[src/rtl/tlc_pkg.sv]
// Shared types and constants for the traffic light controller blocks.
// Holds the phase encoding and the round-robin helper used by the arbiter.
package tlc_pkg;

  typedef enum logic [1:0] {
    PH_NS  = 2'd0,
    PH_EW  = 2'd1,
    PH_PED = 2'd2
  } phase_t;

  localparam int unsigned NUM_REQ       = 3;
  localparam int unsigned DEF_DEB_TICKS = 2;
  localparam int unsigned DEF_MAX_WAIT  = 8;
  localparam int unsigned DEF_WAIT_W    = 4;

  // First set bit of mask searching NS -> EW -> PED, starting just after last.
  function automatic logic [1:0] rr_pick(input logic [NUM_REQ-1:0] mask,
                                         input logic [1:0]         last);
    logic [3:0] m4;
    logic [1:0] idx;
    logic [1:0] res;
    m4  = {1'b0, mask};
    res = last;
    for (int k = 3; k >= 1; k--) begin
      idx = 2'((int'(last) + k) % 3);
      if (m4[idx]) res = idx;
    end
    return res;
  endfunction

endpackage

[src/rtl/tlc_phase_arbiter_input_debouncer.sv]
// Tick-based debouncer: output follows the synchronised input only after it
// has differed from the current level on DEB_TICKS consecutive clk_en ticks.
module input_debouncer #(
  parameter int unsigned DEB_TICKS = 2
) (
  input  logic clk,
  input  logic rst,
  input  logic clk_en,
  input  logic din_sync,
  output logic dout
);

  localparam int unsigned CNT_W = 4;
  localparam logic [CNT_W-1:0] CNT_LAST = CNT_W'(DEB_TICKS - 1);

  logic [CNT_W-1:0] cnt_q, cnt_d;
  logic             dout_q, dout_d;

  always_comb begin
    cnt_d  = cnt_q;
    dout_d = dout_q;
    if (clk_en) begin
      if (din_sync != dout_q) begin
        if (cnt_q >= CNT_LAST) begin
          dout_d = din_sync;
          cnt_d  = '0;
        end else begin
          cnt_d = cnt_q + CNT_W'(1);
        end
      end else begin
        cnt_d = '0;
      end
    end
  end

  always_ff @(posedge clk or posedge rst) begin
    if (rst) begin
      cnt_q  <= '0;
      dout_q <= 1'b0;
    end else begin
      cnt_q  <= cnt_d;
      dout_q <= dout_d;
    end
  end

  assign dout = dout_q;

endmodule

[src/rtl/tlc_phase_arbiter.sv]
// Request arbiter for the phase sequencer: sync + debounce of the switch
// inputs, sticky pending requests, aging, round-robin pick, valid/ready grant.
module tlc_phase_arbiter
  import tlc_pkg::*;
#(
  parameter int unsigned DEB_TICKS = DEF_DEB_TICKS,
  parameter int unsigned MAX_WAIT  = DEF_MAX_WAIT,
  parameter int unsigned WAIT_W    = DEF_WAIT_W
) (
  input  logic       clk,
  input  logic       rst,
  input  logic       clk_en,
  input  logic       car_ns,
  input  logic       car_ew,
  input  logic       ped,
  input  logic       phase_ready,
  output logic       grant_valid,
  output logic [1:0] grant_phase,
  output logic [2:0] pending,
  output logic       starved
);

  localparam logic [WAIT_W-1:0] MAX_AGE = WAIT_W'(MAX_WAIT);

  logic [NUM_REQ-1:0] sync1_q, sync1_d, sync2_q, sync2_d;
  logic [NUM_REQ-1:0] deb;
  logic [NUM_REQ-1:0] pending_q, pending_d;
  logic [WAIT_W-1:0]  age_q [NUM_REQ];
  logic [WAIT_W-1:0]  age_d [NUM_REQ];
  logic               starved_q, starved_d;
  logic               grant_valid_q, grant_valid_d;
  logic [1:0]         grant_phase_q, grant_phase_d;
  logic [1:0]         last_q, last_d;

  logic               accept;
  logic [NUM_REQ-1:0] acc_vec;
  logic [NUM_REQ-1:0] starved_vec;
  logic [NUM_REQ-1:0] sel_mask;
  logic [1:0]         sel;

  always_comb begin
    sync1_d = {ped, car_ew, car_ns};
    sync2_d = sync1_q;
  end

  for (genvar g = 0; g < int'(NUM_REQ); g++) begin : g_deb
    input_debouncer #(.DEB_TICKS(DEB_TICKS)) u_deb (
      .clk      (clk),
      .rst      (rst),
      .clk_en   (clk_en),
      .din_sync (sync2_q[g]),
      .dout     (deb[g])
    );
  end

  // Pending, aging and starvation; an accept always beats a set or an increment.
  always_comb begin
    accept    = grant_valid_q & phase_ready;
    starved_d = 1'b0;
    for (int i = 0; i < int'(NUM_REQ); i++) begin
      acc_vec[i]     = accept && (grant_phase_q == 2'(i));
      pending_d[i]   = (pending_q[i] | deb[i]) & ~acc_vec[i];
      starved_vec[i] = pending_q[i] && (age_q[i] >= MAX_AGE);
      age_d[i]       = age_q[i];
      if (acc_vec[i] || !pending_q[i]) begin
        age_d[i] = '0;
      end else if (clk_en && (age_q[i] < MAX_AGE)) begin
        age_d[i] = age_q[i] + WAIT_W'(1);
      end
      starved_d = starved_d | (pending_d[i] && (age_d[i] >= MAX_AGE));
    end
  end

  // Starved requests all sit at the saturated age, so round-robin breaks the tie.
  always_comb begin
    sel_mask = (|starved_vec) ? starved_vec : pending_q;
    sel      = rr_pick(sel_mask, last_q);
  end

  always_comb begin
    grant_valid_d = grant_valid_q;
    grant_phase_d = grant_phase_q;
    last_d        = last_q;
    if (accept) begin
      grant_valid_d = 1'b0;
      last_d        = grant_phase_q;
    end else if (!grant_valid_q && (|pending_q)) begin
      grant_valid_d = 1'b1;
      grant_phase_d = sel;
    end
  end

  always_ff @(posedge clk or posedge rst) begin
    if (rst) begin
      sync1_q       <= '0;
      sync2_q       <= '0;
      pending_q     <= '0;
      starved_q     <= 1'b0;
      grant_valid_q <= 1'b0;
      grant_phase_q <= 2'(PH_NS);
      last_q        <= 2'(PH_PED);
      for (int i = 0; i < int'(NUM_REQ); i++) age_q[i] <= '0;
    end else begin
      sync1_q       <= sync1_d;
      sync2_q       <= sync2_d;
      pending_q     <= pending_d;
      starved_q     <= starved_d;
      grant_valid_q <= grant_valid_d;
      grant_phase_q <= grant_phase_d;
      last_q        <= last_d;
      for (int i = 0; i < int'(NUM_REQ); i++) age_q[i] <= age_d[i];
    end
  end

  assign grant_valid = grant_valid_q;
  assign grant_phase = grant_phase_q;
  assign pending     = pending_q;
  assign starved     = starved_q;

endmodule
[config.mk]
export PLATFORM = sky130hd
export DESIGN_NAME = tlc_phase_arbiter
export DESIGN_NICKNAME = d
export VERILOG_FILES = /design/src/rtl/tlc_pkg.sv /design/src/rtl/tlc_phase_arbiter_input_debouncer.sv /design/src/rtl/tlc_phase_arbiter.sv
export SDC_FILE = /design/constraint.sdc
export NUM_CORES = 1
export LEC_CHECK = 0
export CORE_UTILIZATION = 45
export CTS_CLUSTER_DIAMETER = 30
export DETAILED_ROUTE_END_ITERATION = 8
export GPL_ROUTABILITY_DRIVEN = 0
export PLACE_DENSITY = 0.73
export SKIP_CTS_REPAIR_TIMING = 1
export SYNTH_ARGS = -nofsm -noshare
export SYNTH_HDL_FRONTEND = slang
export SYNTH_SLANG_ARGS = --single-unit
[constraint.sdc]
create_clock -name clk -period 2.49 [get_ports clk]
set_clock_uncertainty 0.05 [all_clocks]
set_input_delay 0.6225 -clock clk [delete_from_list [all_inputs] [get_ports clk]]
set_output_delay 0.6225 -clock clk [all_outputs]
set_load 0.01 [all_outputs]
After elaboration in Yosys (flattened, before gate mapping)
Index checks and enable logic that the tools add are counted.
{"block": "totals", "regBits": 42, "latchBits": 0, "ram_bits": 0, "romBits": 0, "input_bits": 7, "output_inout_bits": 7, "mem_count": 0}
{"block": "op_classes", "add_sub_neg": 9, "mul": 0, "n_div": 3, "magnitude_cmp": 15, "n_eq_ne": 5, "shifts": 0, "muxes": 24, "n_bitwise": 13, "n_reduce_logical": 28}
{"operator": "modulo 32 x 3 -> 32 bit (second input constant)", "n": 3}
{"operator": "2-to-1 mux 4 bit", "n": 12}
{"operator": "adder 4 x 1 -> 4 bit (second input constant)", "n": 6}
{"operator": ">= comparator 4 bit (second input constant)", "n": 6}
{"operator": "logical AND 1 bit", "n": 13}
{"operator": ">= comparator 4 x 1 -> 1 bit (second input constant)", "n": 3}
{"operator": "< comparator 4 bit (second input constant)", "n": 3}
{"operator": "< comparator 2 x 3 -> 1 bit (second input constant)", "n": 3}
{"operator": "AND reduction 3 bit", "n": 3}
{"operator": "adder 2 x 2 -> 3 bit (second input constant)", "n": 2}
{"operator": "binary-select mux 1 bit (select 2 bit)", "n": 3}
{"operator": "2-to-1 mux 2 bit", "n": 3}
{"operator": "OR reduction 3 bit", "n": 2}
{"operator": "2-to-1 mux 1 bit", "n": 5}
{"operator": "OR 1 bit", "n": 5}
{"operator": "AND 1 bit", "n": 4}
{"operator": "zero test 1 bit", "n": 4}
{"operator": "inverter 1 bit", "n": 4}
{"operator": "adder 2 x 1 -> 3 bit (second input constant)", "n": 1}
{"operator": "logical OR 1 bit", "n": 3}
{"operator": "2-to-1 mux 3 bit", "n": 1}
{"operator": "inequality test 1 bit", "n": 3}
{"operator": "== test 2 x 1 -> 1 bit (second input constant)", "n": 1}
{"operator": "== test 2 bit (second input constant)", "n": 1}
{"operator": "other kinds (3)", "n": 3}

Depth between registers and ports, before layout
Gate-level depths: netlist of run 1.
{"block": "logic_depth", "ltp_word": 9, "ltp_mapped": 8, "mapped_depth_nobuf": 7}

Cells and area by module
From an unflattened synthesis of run 1, not the netlist that was laid out.
{"block": "unflattened", "cells_unflattened": 209, "area_unflattened_um2": 2260.9}
{"module": "tlc_phase_arbiter", "instances": 1, "cells_each": 137, "area_each_um2": 1442.6}
{"module": "input_debouncer", "instances": 3, "cells_each": 24, "area_each_um2": 272.8}

Least setup slack after synthesis of run 1
No wires, ideal clock.
{"block": "synth_path", "path_type": "register to register", "from": "reg last_q[1]", "to": "reg grant_phase_q[1] (netlist: grant_phase[1])", "setup_ps": 121, "arrival_ps": 1547, "setup_slack_ps": 772, "stages_incl_launch_ff": 7, "path_cell_list": "dfstp_2 -> ha_1 -> clkbuf_8 -> and2b_1 -> a311oi_2 -> o32ai_1 -> a22o_1"}
{"block": "synth_between", "elab_chain_len": 7, "word_cells_on_any_way": 15, "classes_between": "3 x add/sub; 3 x div; 9 x mux"}
{"element": "from (decl)", "line_no": "tlc_phase_arbiter.sv:33", "text": "logic [1:0] last_q, last_d;"}
{"element": "from (signal assigned)", "line_no": "tlc_phase_arbiter.sv:101", "text": "last_q <= 2'(PH_PED);"}
{"element": "from (signal assigned)", "line_no": "tlc_phase_arbiter.sv:110", "text": "last_q <= last_d;"}
{"element": "adder 2 x 2 -> 3 bit", "line_no": "tlc_pkg.sv:25", "text": "idx = 2'((int'(last) + k) % 3);"}
{"element": "modulo 32 x 3 -> 32 bit", "line_no": "tlc_pkg.sv:25"}
{"element": "binary-select mux 1 bit (select 2 bit)", "line_no": "tlc_pkg.sv:26", "text": "if (m4[idx]) res = idx;"}
{"element": "2-to-1 mux 1 bit (implied by the code)", "line_no": "tlc_pkg.sv:26"}
{"element": "2-to-1 mux 2 bit (2 in a row)", "line_no": "tlc_pkg.sv:26"}
{"element": "2-to-1 mux 2 bit (*)", "line_no": "tlc_pkg.sv:26"}
{"element": "to (signal assigned)", "line_no": "tlc_phase_arbiter.sv:100", "text": "grant_phase_q <= 2'(PH_NS);"}
{"element": "to (signal assigned)", "line_no": "tlc_phase_arbiter.sv:109", "text": "grant_phase_q <= grant_phase_d;"}
{"element": "to (decl)", "line_no": "tlc_phase_arbiter.sv:32", "text": "logic [1:0] grant_phase_q, grant_phase_d;"}
Mark *: on every way between the ends. The rest lies on a longest branch, timed or not. The select of a mux whose other input is x is not followed.
A chain may end at the register's enable or synchronous reset.

Final worst setup path of run 1
{"block": "layout_path", "from": "reg pending_q[2] (netlist: pending[2])", "to": "out pending[2]"}
{"element": "from (decl)", "line_no": "tlc_phase_arbiter.sv:27", "text": "logic [NUM_REQ-1:0] pending_q, pending_d;"}
{"element": "from (signal assigned)", "line_no": "tlc_phase_arbiter.sv:106", "text": "pending_q <= pending_d;"}
{"element": "to (decl)", "line_no": "tlc_phase_arbiter.sv:19", "text": "output logic [2:0] pending,"}
No word-level cell between the ends.

==> reports/metrics.yaml, run 1 <==
clock_network:
  cts_max_level: 2
  clock_path_buffers: 2
  cts_inserted_buffers: 5
  path_clk_slew_ns: 0.08
  clkSinkCount: 42
  cts_tree: "yes"
  clock_latency_ns: 0.29
  cts-root-buf: "clkbuf_8"
layout:
  drive_gt1_share_pct: 13.5
  layout_common_cells: "41 x dfrtp_1, 25 x inv_1, 18 x ha_1, 16 x nor2_1, 15 x nand2_1"
  fin_area_um2: 2450
  area_growth_pct: 12.4
  final_common_cell: "dfrtp_1"
  diodes: 0
  fin_nets: 246
routing:
  wl_mm: 3.51
  ant_nets: 0
  drt_iter0_markers: 61
  vias: 1440
  drc: 0
  wl_per_cell_um: 12.8
  via_per_inst: 5.26
  first_pass_iters: 4
synthesis:
  synthesis.area_um2: 2180
  synth_edf_count: 0
  synthArstFlopShare_pct: 100
  yosys_warnings: 0
  ys.flop_type: "dfrtp_1"
  synth_cells: 202
  synth_cell_types: 45
  syn-num-nets: 227
  ys_seq_area_share_pct: 48.2
  ys_ff_latch: 42
  syn_area_per_cell_um2: 10.8
pwr:
  p_comb_share_pct: 44.4
  p_int_w: 0.00171
  seqPwrFrac_pct: 40.5
  clock_power_share_pct: 15.1
  switching_power_w: 0.00112
  powerDensity_nw_per_um2: 1160
  peakVddDrop_mv: 0.482
  finalPower_w: 0.00284
  leakagePower_nw: 1.13
  netSwitchingFraction_pct: 39.6
floorplan:
  io_pins: 14
  coreArea_um2: 4500
  die_w_um: 71.7
  die_area_um2: 5130
  die_h_um: 71.7
  start_util_pct: 48.5
  row_count: 24
grt:
  grt_pass1_vias: 1464
  grt_antenna_before_repair: 0
  gr-total-overflow: 0
  grt_pass1_wl_mm: 6.44
  grtUsageTotal_pct: 16.2
  grt_start_max_net_pins: 43
outcome:
  outcome: "finished clean"
critical_path:
  critPathLaunchType: "register"
  cp_max_fo: 9
  critPathMaxStageDelay_ns: 0.62
  path_buf_inv: 1
  crit_family: "buffers and inverters"
  critPathSlowestCell: "clkdlybuf4s50_1"
  arrival_ns: 1.51
  end_kind: "primary output"
  critPathRequiredTime_ns: 1.82
  crit_type: "reg2out"
  cp_cell_sequence: "clkdlybuf4s50_1"
sta:
  rsz0062_at_grt: "no"
  hold_violations: 0
  max_freq_ghz: 0.458
  fin_ws_ns: 0.308
  holdWs_ns: 0.302
  fin_crit_sh_pct: 87.6
  slew_headroom_pct: 65.6
  timing.setup.tns_ns: 0
  maxSlewViolCount: 0
  fin_crit_ns: 2.18
  setup_viol: 0
  tightest_slew_ns: 0.515
placed_design:
  port_buffers: 13
  dpl_cell_area_um2: 2370
  dpl_worst_slack_ns: 0.202
  hpwl_mm: 2.52
min_path:
  hold_path.class: "reg2reg"
run:
  drv_cap: 0
==> metal layers <==
layer | wire length, um | vias to the layer above | part of all wire (%) | GRT usage (%)
met5 | 0 | - | 0 | 0
met4 | 38 | 0 | 1.1 | 5.23
met3 | 154 | 3 | 4.4 | 4.22
met2 | 1610 | 30 | 46 | 26.7
met1 | 1700 | 686 | 49 | 21.0
li1 | - | 721 | - | -
==> registers in the layout (all words and copies together), names as in the netlist <==
name,flops
g_deb.u_deb.cnt_q,12
sync1_q,3
starved,1
grant_phase,2
last_q,2
grant_valid,1
pending,3
g_deb.u_deb.dout,3
sync2_q,3
age_q,12
==> cells in the mapped netlist, types with 2 or more instances <==
cell      number  area [um^2]
o21ai_1        5         25.0
o211ai_1       3         22.5
o211ai_2       2         25.0
a22oi_1        2         15.0
o21ai_0        6         30.0
nand3_1        2         10.0
nor3b_1        2         15.0
a22o_1         2         17.5
nor2_1        16         60.1
or4b_1         2         20.0
clkbuf_1       2         7.51
a41oi_1        3         26.3
a21oi_1        6         30.0
mux2_2         4         45.0
xnor2_1        6         52.6
nor3b_2        2         25.0
mux2i_1        5         50.1
and2b_1        2         15.0
nand2_2        2         12.5
xor2_1         3         26.3
nand2_1       15         56.3
dfrtp_1       41         1030
nor2b_1        4         25.0
a31oi_1        2         12.5
inv_1         25         93.8
ha_1          18          225
o21a_1         2         15.0
==> power by group through the flow <==
stage                     Combinational [W]  Sequential, W  Clock (W)
after global placement              0.00123        0.00116          0
final                               0.00126        0.00115   0.000429
after global routing                0.00144        0.00119   0.000465
after CTS                           0.00127        0.00115   0.000449
after floorplan                     0.00101        0.00111          0
after detailed placement            0.00126        0.00116          0
==> final cells by class <==
cell class	count	area, um^2
inverter	25	93.8
timing repair buffer	17	160
tap	52	65.1
multi-input combinational	130	997
sequential	42	1050
fill	392	2050
clock buffer	6	72.6
clock inverter	2	13.8
==> cell families after synthesis <==
logic type	Yosys count	share of synthesized area (%)
compound gates	42	14.7
fa+ha+maj	18	10.3
flops	42	48.2
simple gates	52	12.7
buf+inv	30	6.13
mux	9	4.36
xor+xnor	9	3.61
==> stage by stage <==
| stage | util, % | std cells |
|---|---|---|
| floorplan | - | 202 |
| global placement | 52.6 | 266 |
| detailed placement | 52.6 | 266 |
| CTS | 54.5 | 274 |
| global route | 54.5 | 274 |
| finish | 54.5 | 274 |
==> final timing paths <==
kind                       cells after the start       start  slack (ns)              to
min reg2reg                                    0  sync1_q[2]        0.30      sync2_q[2]
max reg2reg                                    6   last_q[0]        0.59  grant_phase[1]
max in group asynchronous                      3         rst        1.31       last_q[1]
max                                            1  pending[2]        0.31      pending[2]
min                                            0  sync1_q[2]        0.30      sync2_q[2]
min in group asynchronous                      3         rst        0.69      sync1_q[2]
No activity file was read; power rests on OpenSTA's default activity.
==> inputs of run 2 (changes only) <==
SKIP_LAST_GASP = 1   (was not set)
clock period = 2.75 ns   (was 2.49 ns; I/O delays follow)
==> run 2 against run 1 <==
Power shrank 9.3%. Highest routed layer unchanged. Critical endpoint unchanged. Die area is the same. Wire length grew 5.0%. Worst setup slack gained 0.18 ns. Count of clock-buffer cells in the layout grew 1. Register-to-register slack gained 0.28 ns. Combinational power shrank 10%. Via count grew 0.63%.
==> reports/metrics.yaml, run 2 (synthesis results as in run 1) <==
clock_network:
  path_clk_slew_ns: 0.08
  clkSinkCount: 42
  cts_inserted_buffers: 5
  cts-root-buf: "clkbuf_8"
  clock_path_buffers: 2
  cts_tree: "yes"
  cts_max_level: 2
  clock_latency_ns: 0.29
pwr:
  seqPwrFrac_pct: 40.5
  finalPower_w: 0.00257
  p_comb_share_pct: 43.9
  peakVddDrop_mv: 0.541
  powerDensity_nw_per_um2: 1050
  p_int_w: 0.00156
  switching_power_w: 0.00101
  leakagePower_nw: 1.13
  clock_power_share_pct: 15.6
  netSwitchingFraction_pct: 39.3
routing:
  vias: 1449
  via_per_inst: 5.31
  first_pass_iters: 4
  drc: 0
  ant_nets: 0
  wl_mm: 3.68
  drt_iter0_markers: 55
  wl_per_cell_um: 13.5
layout:
  drive_gt1_share_pct: 13.1
  reg.largest.list: "age_q (12), g_deb.u_deb.cnt_q (12)"
  diodes: 0
  area_growth_pct: 12.3
  layout_common_cells: "41 x dfrtp_1, 25 x inv_1, 18 x ha_1, 16 x nor2_1, 15 x nand2_1"
  fin_area_um2: 2450
  fin_nets: 245
  final_common_cell: "dfrtp_1"
run:
  drv_cap: 0
critical_path:
  path_buf_inv: 1
  cp_num_cells: 1
  rrSetupSlack_ns: 0.87
  crit_family: "buffers and inverters"
  crit_type: "reg2out"
  reg2regPathDepth: 6
  reg2reg_to: "grant_phase[1]"
  arrival_ns: 1.52
  critPathMaxStageDelay_ns: 0.62
  end_kind: "primary output"
  r2r_start: "last_q[0]"
  critPathRequiredTime_ns: 2.01
  cp_cell_sequence: "clkdlybuf4s50_1"
  critPathSlowestCell: "clkdlybuf4s50_1"
  critPathLaunchType: "register"
  cp_max_fo: 9
min_path:
  hold_end: "sync2_q[2]"
  hold_depth: 0
  hold_path.class: "reg2reg"
  hold_start: "sync1_q[2]"
sta:
  timing.setup.tns_ns: 0
  max_freq_ghz: 0.443
  tightest_slew_ns: 0.514
  hold_violations: 0
  fin_ws_ns: 0.490
  fin_crit_ns: 2.26
  slew_headroom_pct: 65.5
  rsz0062_at_grt: "no"
  fin_crit_sh_pct: 82.2
  maxSlewViolCount: 0
  setup_viol: 0
floorplan:
  die_area_um2: 5130
  start_util_pct: 48.5
  io_pins: 14
  die_w_um: 71.7
  coreArea_um2: 4500
  die_h_um: 71.7
  row_count: 24
grt:
  grt_pass1_wl_mm: 6.76
  grt_start_max_net_pins: 43
  grtUsageTotal_pct: 16.9
  grt_pass1_vias: 1489
  gr-total-overflow: 0
  grt_antenna_before_repair: 0
placed_design:
  hpwl_mm: 2.67
  dpl_worst_slack_ns: 0.285
  port_buffers: 13
  dpl_cell_area_um2: 2360
outcome:
  outcome: "finished clean"
## run 2: changes by cell type in the layout (fill, tap and decap cells not counted)
cell      previous run  this run
buf_4                4         3
clkinv_4             1         0
clkbuf_8             5         6
## run 2: power by group through the flow
stage	combinational, W	clock [W]	sequential, W
2_1_floorplan	0.000913	0	0.00100
3_3_place_gp	0.00111	0	0.00105
3_5_place_dp	0.00114	0	0.00106
4_1_cts	0.00114	0.000414	0.00104
5_1_grt	0.00130	0.000437	0.00108
6_report	0.00113	0.000402	0.00104
## run 2: layout make-up
cell class	instances	area [um^2]
clock inverter	1	5.00
tap	52	65.1
sequential	42	1050
clock buffer	7	86.3
multi-input combinational	130	997
timing repair buffer	16	153
fill	415	2050
inverter	25	93.8
## run 2: worst max-delay path by stage
| stage | slack [ns] | startpoint | to |
|---|---|---|---|
| 3_3_place_gp | 0.40 | phase_ready | starved |
| 4_1_cts | 0.49 | pending[2] | pending[2] |
| 2_1_floorplan | 0.98 | phase_ready | starved |
| 3_5_place_dp | 0.28 | phase_ready | starved |
| 6_report | 0.49 | pending[2] | pending[2] |
| 5_1_grt | 0.41 | pending[2] | pending[2] |
## run 2: through the flow
step	instances	util (%)	hold WS, ns
6_report	273	54.4	0.301
5_1_grt	273	54.4	0.320
4_1_cts	273	54.4	0.304
3_5_place_dp	265	52.4	0.286
3_3_place_gp	265	52.4	0.282
2_1_floorplan	202	-	0.281
## run 2: worst register-to-register path, stage by stage (launching register included)
cell	delay, ns
dfrtp_1	0.43
inv_1	0.08
ha_1	0.43
and2b_1	0.22
a311oi_2	0.24
o32ai_1	0.12
a22o_1	0.20
## run 2: layer usage
layer  up-vias  wire [um]  track usage (%)
li1        718          -                -
met1       700       1790             23.3
met2        25       1710             27.0
met3         6        134             2.67
met4         0         48             6.32
met5         -          0                0
==> inputs of run 3 (changes only) <==
clock period = 2.1 ns   (was 2.75 ns; I/O delays follow)
==> run 3 against run 2 <==
Worst hold slack got worse by 0.00073 ns. Cell area grew 2.8%. Worst setup slack lost 0.39 ns. Sequential share of layout area fell by 1.1 points. Final cell count is 2.9% higher. Combinational power grew 37%. First-iteration DRC count is 22% higher. Register-to-register slack worse by 0.65 ns. Sequential cell count is the same. Die area is the same. Sequential power grew 32%. Via count is 1.0% higher.
==> reports/metrics.yaml, run 3 (synthesis results as in run 1) <==
pwr:
  switching_power_w: 0.00133
  p_int_w: 0.00208
  powerDensity_nw_per_um2: 1350
  peakVddDrop_mv: 0.663
  clock_power_share_pct: 14.4
  seqPwrFrac_pct: 40.1
  p_comb_share_pct: 45.6
  netSwitchingFraction_pct: 39.0
  leakagePower_nw: 1.17
clock_network:
  clock_latency_ns: 0.29
  cts-root-buf: "clkbuf_8"
  clkSinkCount: 42
  clock_path_buffers: 2
  cts_inserted_buffers: 5
  cts_tree: "yes"
  cts_max_level: 2
  path_clk_slew_ns: 0.07
grt:
  gr-total-overflow: 0
  grt_start_max_net_pins: 20
  grt_pass1_wl_mm: 6.31
  grtUsageTotal_pct: 16.1
  grt_antenna_before_repair: 0
  grt_pass1_vias: 1391
layout:
  fillers: 408
  multi_input_area_um2: 997
  reg.largest.list: "age_q (12), g_deb.u_deb.cnt_q (12)"
  ff_latch_area_um2: 1050
  final_common_cell: "dfrtp_1"
  layout_common_cells: "39 x dfrtp_1, 25 x inv_1, 18 x ha_1, 16 x nor2_1, 15 x nand2_1"
  area_growth_pct: 15.4
  drive_gt1_share_pct: 16.6
  fin_nets: 254
  diodes: 0
sta:
  hold_violations: 0
  setup_viol: 0
  max_freq_ghz: 0.500
  fin_crit_ns: 2.00
  timing.setup.tns_ns: 0
  tightest_slew_ns: 0.517
  holdWs_ns: 0.300
  slew_headroom_pct: 65.5
  fin_crit_sh_pct: 95.2
  rsz0062_at_grt: "no"
  maxSlewViolCount: 0
critical_path:
  critPathLaunchType: "register"
  path_buf_inv: 1
  arrival_ns: 1.42
  r2r_start: "last_q[0]"
  rrSetupSlack_ns: 0.22
  critPathSlowestCell: "clkdlybuf4s50_1"
  worstSetupStartpoint: "pending[0]"
  critPathMaxStageDelay_ns: 0.60
  reg2regPathDepth: 6
  crit_family: "buffers and inverters"
  end_kind: "primary output"
  cp_cell_sequence: "clkdlybuf4s50_1"
  critPathRequiredTime_ns: 1.52
  cp_max_fo: 8
  crit_type: "reg2out"
  reg2reg_to: "grant_phase[1]"
floorplan:
  coreArea_um2: 4500
  die_h_um: 71.7
  die_area_um2: 5130
  io_pins: 14
  row_count: 24
  die_w_um: 71.7
  start_util_pct: 48.5
min_path:
  hold_end: "sync2_q[0]"
  hold_path.class: "reg2reg"
  hold_start: "sync1_q[0]"
  hold_depth: 0
placed_design:
  port_buffers: 13
  hpwl_mm: 2.76
run:
  drv_cap: 0
routing:
  drt_iter0_markers: 67
  via_per_inst: 5.21
  first_pass_iters: 4
  vias: 1464
  wl_per_cell_um: 13.0
  wl_mm: 3.65
  drc: 0
  ant_nets: 0
outcome:
  outcome: "finished clean"
==> run 3: metrics by stage <==
stage          area (um^2)  power (W)  std cells  utilization, %  setup WS, ns
2_1_floorplan         2180    0.00251        202               -         0.382
3_3_place_gp          2440    0.00288        274            54.2       -0.0103
3_5_place_dp          2440    0.00294        274            54.2       -0.0305
4_1_cts               2520    0.00343        281            55.9        0.0116
5_1_grt               2520    0.00370        281            55.9        0.0195
6_report              2520    0.00341        281            55.9         0.101
==> run 3: worst reg2reg max path: cells and delay by family, from the launching register on <==
| kind | cells | cell delay [ns] |
|---|---|---|
| fa+ha+maj | 1 | 0.44 |
| buf+inv | 1 | 0.09 |
| compound gates | 3 | 0.56 |
| simple gates | 1 | 0.23 |
| flops | 1 | 0.42 |
==> run 3: final cells by class <==
class,instances,share of cell area [%]
flip-flops and latches,42,41.9
multi-input cells,130,39.6
repair buffers,25,9.24
inverters,25,3.72
clock buffers,7,3.03
well taps,52,2.58
==> run 3: how the worst max path moves through the flow <==
stage                     endpoint  slack (ns)  depth (start not counted)
floorplan           grant_phase[1]        0.38                          6
global placement           starved       -0.01                          6
detailed placement         starved       -0.03                          6
CTS                     pending[2]        0.01                          1
global route            pending[0]        0.02                          1
finish                  pending[0]        0.10                          1
==> run 3: metal layers <==
| metal | global-route usage, % | routed length [um] | part of all wire (%) | vias up |
|---|---|---|---|---|
| met5 | 0 | 0 | 0 | - |
| met4 | 4.79 | 38 | 1.0 | 0 |
| met3 | 4.92 | 137 | 3.8 | 6 |
| met2 | 25.6 | 1660 | 45 | 28 |
| met1 | 21.4 | 1820 | 50 | 697 |
| li1 | - | - | - | 733 |
==> run 3: power groups by stage <==
stage	logic (W)	registers, W	clock network (W)
floorplan	0.00120	0.00131	0
global placement	0.00151	0.00137	0
detailed placement	0.00156	0.00138	0
CTS	0.00157	0.00136	0.000500
global route	0.00175	0.00141	0.000537
finish	0.00155	0.00137	0.000489
